[src/rtl/fifo_serial_drain.sv]
// Read-side FIFO consumer: pops one word at a time and sends it as a framed,
// parity-protected serial character (start, DATA_W bits MSB first, parity, stop).
module fifo_serial_drain #(
   parameter int DATA_W     = 16,
   parameter int BIT_DIV    = 4,
   parameter int PARITY_ODD = 0
) (
   input  logic              CLK,
   input  logic              RST_N,
   input  logic              ENABLE,
   input  logic              QUEUE_EMPTY,
   output logic              RD,
   input  logic [DATA_W-1:0] DOUT,
   output logic              TX,
   output logic              BUSY,
   output logic [15:0]       WORD_CNT
);

   localparam int DIV_W = (BIT_DIV > 1) ? $clog2(BIT_DIV) : 1;
   localparam int BIT_W = (DATA_W > 1) ? $clog2(DATA_W) : 1;
   localparam logic [DIV_W-1:0] DIV_LAST = DIV_W'(BIT_DIV - 1);
   localparam logic [BIT_W-1:0] BIT_LAST = BIT_W'(DATA_W - 1);

   typedef enum logic [2:0] {
      S_IDLE, S_POP, S_CAPT, S_START, S_DATA, S_PARITY, S_STOP
   } state_t;

   state_t            r_state;
   logic [DIV_W-1:0]  r_div;
   logic [BIT_W-1:0]  r_bit;
   logic [DATA_W-1:0] r_shift;
   logic              r_par;
   logic              r_rd;
   logic              r_tx;
   logic              r_busy;
   logic [15:0]       r_cnt;

   logic w_go;
   logic w_bit_end;

   assign w_go      = ENABLE & ~QUEUE_EMPTY;
   assign w_bit_end = (r_div == DIV_LAST);

   always_ff @(posedge CLK or negedge RST_N) begin
      if (!RST_N) begin
         r_state <= S_IDLE;
         r_div   <= '0;
         r_bit   <= '0;
         r_shift <= '0;
         r_par   <= 1'b0;
         r_rd    <= 1'b0;
         r_tx    <= 1'b1;
         r_busy  <= 1'b0;
         r_cnt   <= '0;
      end else begin
         r_rd <= 1'b0;
         case (r_state)
            S_IDLE: begin
               if (w_go) begin
                  r_state <= S_POP;
                  r_rd    <= 1'b1;
                  r_busy  <= 1'b1;
               end
            end
            S_POP: begin
               r_state <= S_CAPT;
            end
            // DOUT is valid in this cycle, one cycle after the read strobe
            S_CAPT: begin
               r_shift <= DOUT;
               r_par   <= (PARITY_ODD != 0) ? ~^DOUT : ^DOUT;
               r_div   <= '0;
               r_tx    <= 1'b0;
               r_state <= S_START;
            end
            S_START: begin
               if (w_bit_end) begin
                  r_div   <= '0;
                  r_bit   <= '0;
                  r_tx    <= r_shift[DATA_W-1];
                  r_shift <= {r_shift[DATA_W-2:0], 1'b0};
                  r_state <= S_DATA;
               end else begin
                  r_div <= r_div + 1'b1;
               end
            end
            S_DATA: begin
               if (w_bit_end) begin
                  r_div <= '0;
                  if (r_bit == BIT_LAST) begin
                     r_tx    <= r_par;
                     r_state <= S_PARITY;
                  end else begin
                     r_bit   <= r_bit + 1'b1;
                     r_tx    <= r_shift[DATA_W-1];
                     r_shift <= {r_shift[DATA_W-2:0], 1'b0};
                  end
               end else begin
                  r_div <= r_div + 1'b1;
               end
            end
            S_PARITY: begin
               if (w_bit_end) begin
                  r_div   <= '0;
                  r_tx    <= 1'b1;
                  r_state <= S_STOP;
               end else begin
                  r_div <= r_div + 1'b1;
               end
            end
            S_STOP: begin
               if (w_bit_end) begin
                  r_div <= '0;
                  r_cnt <= r_cnt + 16'd1;
                  if (w_go) begin
                     r_state <= S_POP;
                     r_rd    <= 1'b1;
                  end else begin
                     r_state <= S_IDLE;
                     r_busy  <= 1'b0;
                  end
               end else begin
                  r_div <= r_div + 1'b1;
               end
            end
            default: begin
               r_state <= S_IDLE;
               r_busy  <= 1'b0;
               r_tx    <= 1'b1;
            end
         endcase
      end
   end

   assign RD       = r_rd;
   assign TX       = r_tx;
   assign BUSY     = r_busy;
   assign WORD_CNT = r_cnt;

endmodule

[config.mk]
export PLATFORM = sky130hd
export DESIGN_NAME = fifo_serial_drain
export DESIGN_NICKNAME = d
export VERILOG_FILES = /design/src/rtl/fifo_serial_drain.sv
export SDC_FILE = /design/constraint.sdc
export NUM_CORES = 1
export LEC_CHECK = 0
export BUFFER_PORTS_ARGS = -buffer_cell sky130_fd_sc_hd__clkbuf_2
export CORE_UTILIZATION = 45
export DETAILED_ROUTE_END_ITERATION = 8
export GPL_ROUTABILITY_DRIVEN = 0
export HOLD_SLACK_MARGIN = 0.15
export PLACE_DENSITY = 0.67
export SLEW_MARGIN = 10
export SYNTH_ARGS = -nofsm -noshare
export SYNTH_HDL_FRONTEND = slang
export SYNTH_SLANG_ARGS = --single-unit
[constraint.sdc]
create_clock -name CLK -period 5.35 [get_ports CLK]
set_clock_uncertainty 0.1 [all_clocks]
set_input_delay 0.2675 -clock CLK [delete_from_list [all_inputs] [get_ports CLK]]
set_output_delay 0.2675 -clock CLK [all_outputs]
set_load 0.01 [all_outputs]
==> flow_summary.yaml <==
clocking:
  cts_resized: 0
  clock_latency_ns: 0.30
  cts_inserted_buffers: 5
  clock_sinks: 45
  cts_tree: "done"
  clk_root_buffer_cell: "clkbuf_8"
  clock_tree.htree_level_count: 2
  clk_pin_slew_worst_paths_ns: 0.09
  cts_buffer_depth: 2
pwr:
  design_power_total_mw: 0.718
  power_per_cell_area_nw_per_um2: 243
  share_seq_of_total_power_pct: 48.7
  net-switching-power_mw: 0.157
  max-vdd-ir-drop_v: 0.000125
  power.static_leakage_nw: 1.27
  sw_frac_of_total_pct: 21.9
  comb_power_share_pct: 7.8
  clock_group_share_of_total_power_pct: 43.4
  internal_power_mw: 0.561
grt:
  first_global_vias: 1884
  grt_first_pass_wirelength_mm: 9.07
  antenna_found_initial: 0
  globalRouteOverflowTotal: 0
  maximum_number_of_pins_on_one_net_before_global_route_repair: 52
  grt_util_all_layers_pct: 18.7
critical_path:
  critical_path.n_buffers_inverters: 0
  endpoint_kind: "flip-flop"
  critPathRequiredTime_ns: 5.39
  cp_slowest_cell: "dfrtp_1"
  criticalPathCategory: "flip-flop to flip-flop"
  timing.critical_path.max_delay_family: "compound AO/OA/AOI/OAI gates"
  crit_path_max_fanout: 34
  cpPeakStageDelay_ns: 1.07
  arrival_time_of_data_at_the_critical_path_endpoint_ns: 3.02
  timing.critical_path.from_type: "flip-flop"
  crit_path_cell_trace: "nor2b_1 -> a31oi_1 -> a2bb2oi_2 -> o21ai_0"
logic_synthesis:
  ys_warn_count: 0
  synth.top_cell.area_share_pct: 42.6
  synthesis.nets: 303
  synth-async-reset-ratio_pct: 100
  syn_inst: 280
  synth.lib_cells_used.distinct: 40
  synthesis.area_sq_um: 2590
  synthDominantAreaCellType: "dfrtp_1"
  synth_flop_cell: "dfrtp_1"
  ys_seq_area_share_pct: 43.6
  synthesis.area_per_instance_sq_um: 9.24
  synth_edf_count: 0
  post_synth_main_area_contributors: "dfrtp_1, xnor2_1, o21ai_0"
  ys_ff_latch: 45
place:
  dpl.cell_count: 373
  dpl_worst_slack_ns: 2.38
  placement.io_buffers: 38
  detailedPlacementHpwl_mm: 3.35
  post_dp_cell_area_sq_um: 2790
timing:
  rsz0062_at_grt: "no"
  timing.final.hold_violations: 0
  timing.setup.tns_ns: 0
  period_share_pct: 55.8
  final_max_slew_viol_count: 0
  fin_ws_ns: 2.37
  maxClockFrequency_mhz: 335
  remaining_max_slew_budget_at_the_tightest_pin_pct: 24.6
  fin_hold_ws_ns: 0.214
  setup_viol: 0
  worst_pin_slew_ns: 1.13
  period_minus_slack_ns: 2.98
die:
  floorplan.rows: 27
  ios: 39
  core-area_sq_um: 5540
  die_w_um: 77.8
  fp.dieArea_sq_um: 6060
  floorplan.initialDensity_pct: 46.7
  die-height_um: 77.8
cells_and_area:
  final-seq-area_sq_um: 1130
  area_growth_syn_to_layout_pct: 14.1
  final_core_util_pct: 53.3
  multi_input_area_sq_um: 1350
  fin_cells: 383
  num_antenna_cells: 0
  n_fill_cell: 529
  layout.cell_area.non_filler_sq_um: 2950
  final_nets: 333
  final_layout_size_suffix_gt1_share_pct: 17.7
run:
  cap_viol_max_count: 0
drt:
  vias_per_cell: 5.63
  antenna_left: 0
  num_vias: 2158
  detail_route.wirelength_mm: 5.25
  avgRoutedWirePerCell_um: 13.7
  route.detailed.drc: 0
  detail_route.iter0.violations: 193
  drtPass1Iterations: 4
worst_hold_path:
  hp-class: "primary input to flip-flop"
outcome:
  outcome: "complete, no violations"
[per-layer routing]
metal | vias up | share of wire [%] | global-route usage, %
met2 | 62 | 46 | 28.2
met5 | - | 0 | 0
met3 | 4 | 4.9 | 4.35
li1 | 1071 | - | -
met1 | 1021 | 48 | 27.1
met4 | 0 | 0.65 | 4.34
[state kept, by name, summed over array words and instances, names as in the netlist]
register,cells
TX,1
r_state,3
BUSY,1
r_div,2
RD,1
WORD_CNT,16
r_bit,4
r_par,1
r_shift,16
[logic make-up after synthesis]
logic type	after synthesis	synth area share (%)
flip-flops	45	43.6
AND/OR/NAND/NOR	96	19.3
XOR/XNOR	31	10.5
AO/OA/AOI/OAI	76	18.8
buffers and inverters	24	4.40
multiplexers	5	2.03
adder cells (fa/ha/maj)	3	1.45
[what timing repair did]
action                    CTS  global route
hold endpoints to repair   45             0
hold buffers                2             0
setup buffers               0             0
[worst paths after layout]
check,start,endpoint,slack (ns),depth (start not counted)
setup / recovery,r_state[2]$_DFFE_PN0P_,r_shift[7]$_DFFE_PN0P_,2.37,4
hold / removal,DOUT[9],r_shift[9]$_DFFE_PN0P_,0.21,3
setup reg to reg,r_state[2]$_DFFE_PN0P_,r_shift[7]$_DFFE_PN0P_,2.37,4
hold reg to reg,WORD_CNT[15]$_DFFE_PN0P_,WORD_CNT[15]$_DFFE_PN0P_,0.37,1
max in group asynchronous,RST_N,RD$_DFF_PN0_,4.26,3
min in group asynchronous,RST_N,WORD_CNT[5]$_DFFE_PN0P_,0.48,3
[worst register-to-register path, stage by stage (launching register included)]
cell	delay, ns
dfrtp_1	1.07
nor2b_1	0.30
a31oi_1	0.25
a2bb2oi_2	0.86
o21ai_0	0.25
[synth_stat cells, drive strengths merged, types with 2 or more instances]
cell	instances
a21oi	7
nand3b	2
and4	2
nor3b	15
mux2	2
nand4	6
o31ai	2
nor2	23
a31oi	3
o21ai	38
nor2b	2
xor2	4
nand2b	3
mux2i	3
clkbuf	6
o221ai	17
xnor2	27
nor3	5
dfrtp	44
ha	3
inv	5
nand2	29
buf	13
nand3	5
[cell usage in the layout (no fill, tap or decap), types with 3 or more instances in the layout]
master    instances
a21oi_1           7
a31oi_1           3
clkbuf_2         38
clkbuf_8          5
dfrtp_1          44
ha_1              3
inv_1             5
mux2i_1           3
nand2_1          29
nand2b_1          3
nand3_1           5
nand4_1           6
nor2_1           22
nor3_1            5
nor3b_1          15
o21ai_0          38
o221ai_1         17
xnor2_1          27
xor2_1            4
[final cells by class]
cell class / instances / area share (%)
Inverter: 5 / 0.636
Clock buffer: 5 / 2.33
Timing Repair Buffer: 42 / 7.63
Tap cell: 72 / 3.05
Multi-Input combinational cell: 211 / 45.8
Clock inverter: 3 / 2.33
Sequential cell: 45 / 38.2
[power groups by stage]
stage / clock, mW / sequential, mW / combinational, mW
floorplan: 0 / 0.356 / 0.0317
global placement: 0 / 0.357 / 0.0556
detailed placement: 0 / 0.357 / 0.0563
CTS: 0.318 / 0.350 / 0.0575
global route: 0.332 / 0.351 / 0.0641
finish: 0.312 / 0.350 / 0.0563
(Power assumes the default switching activity.)
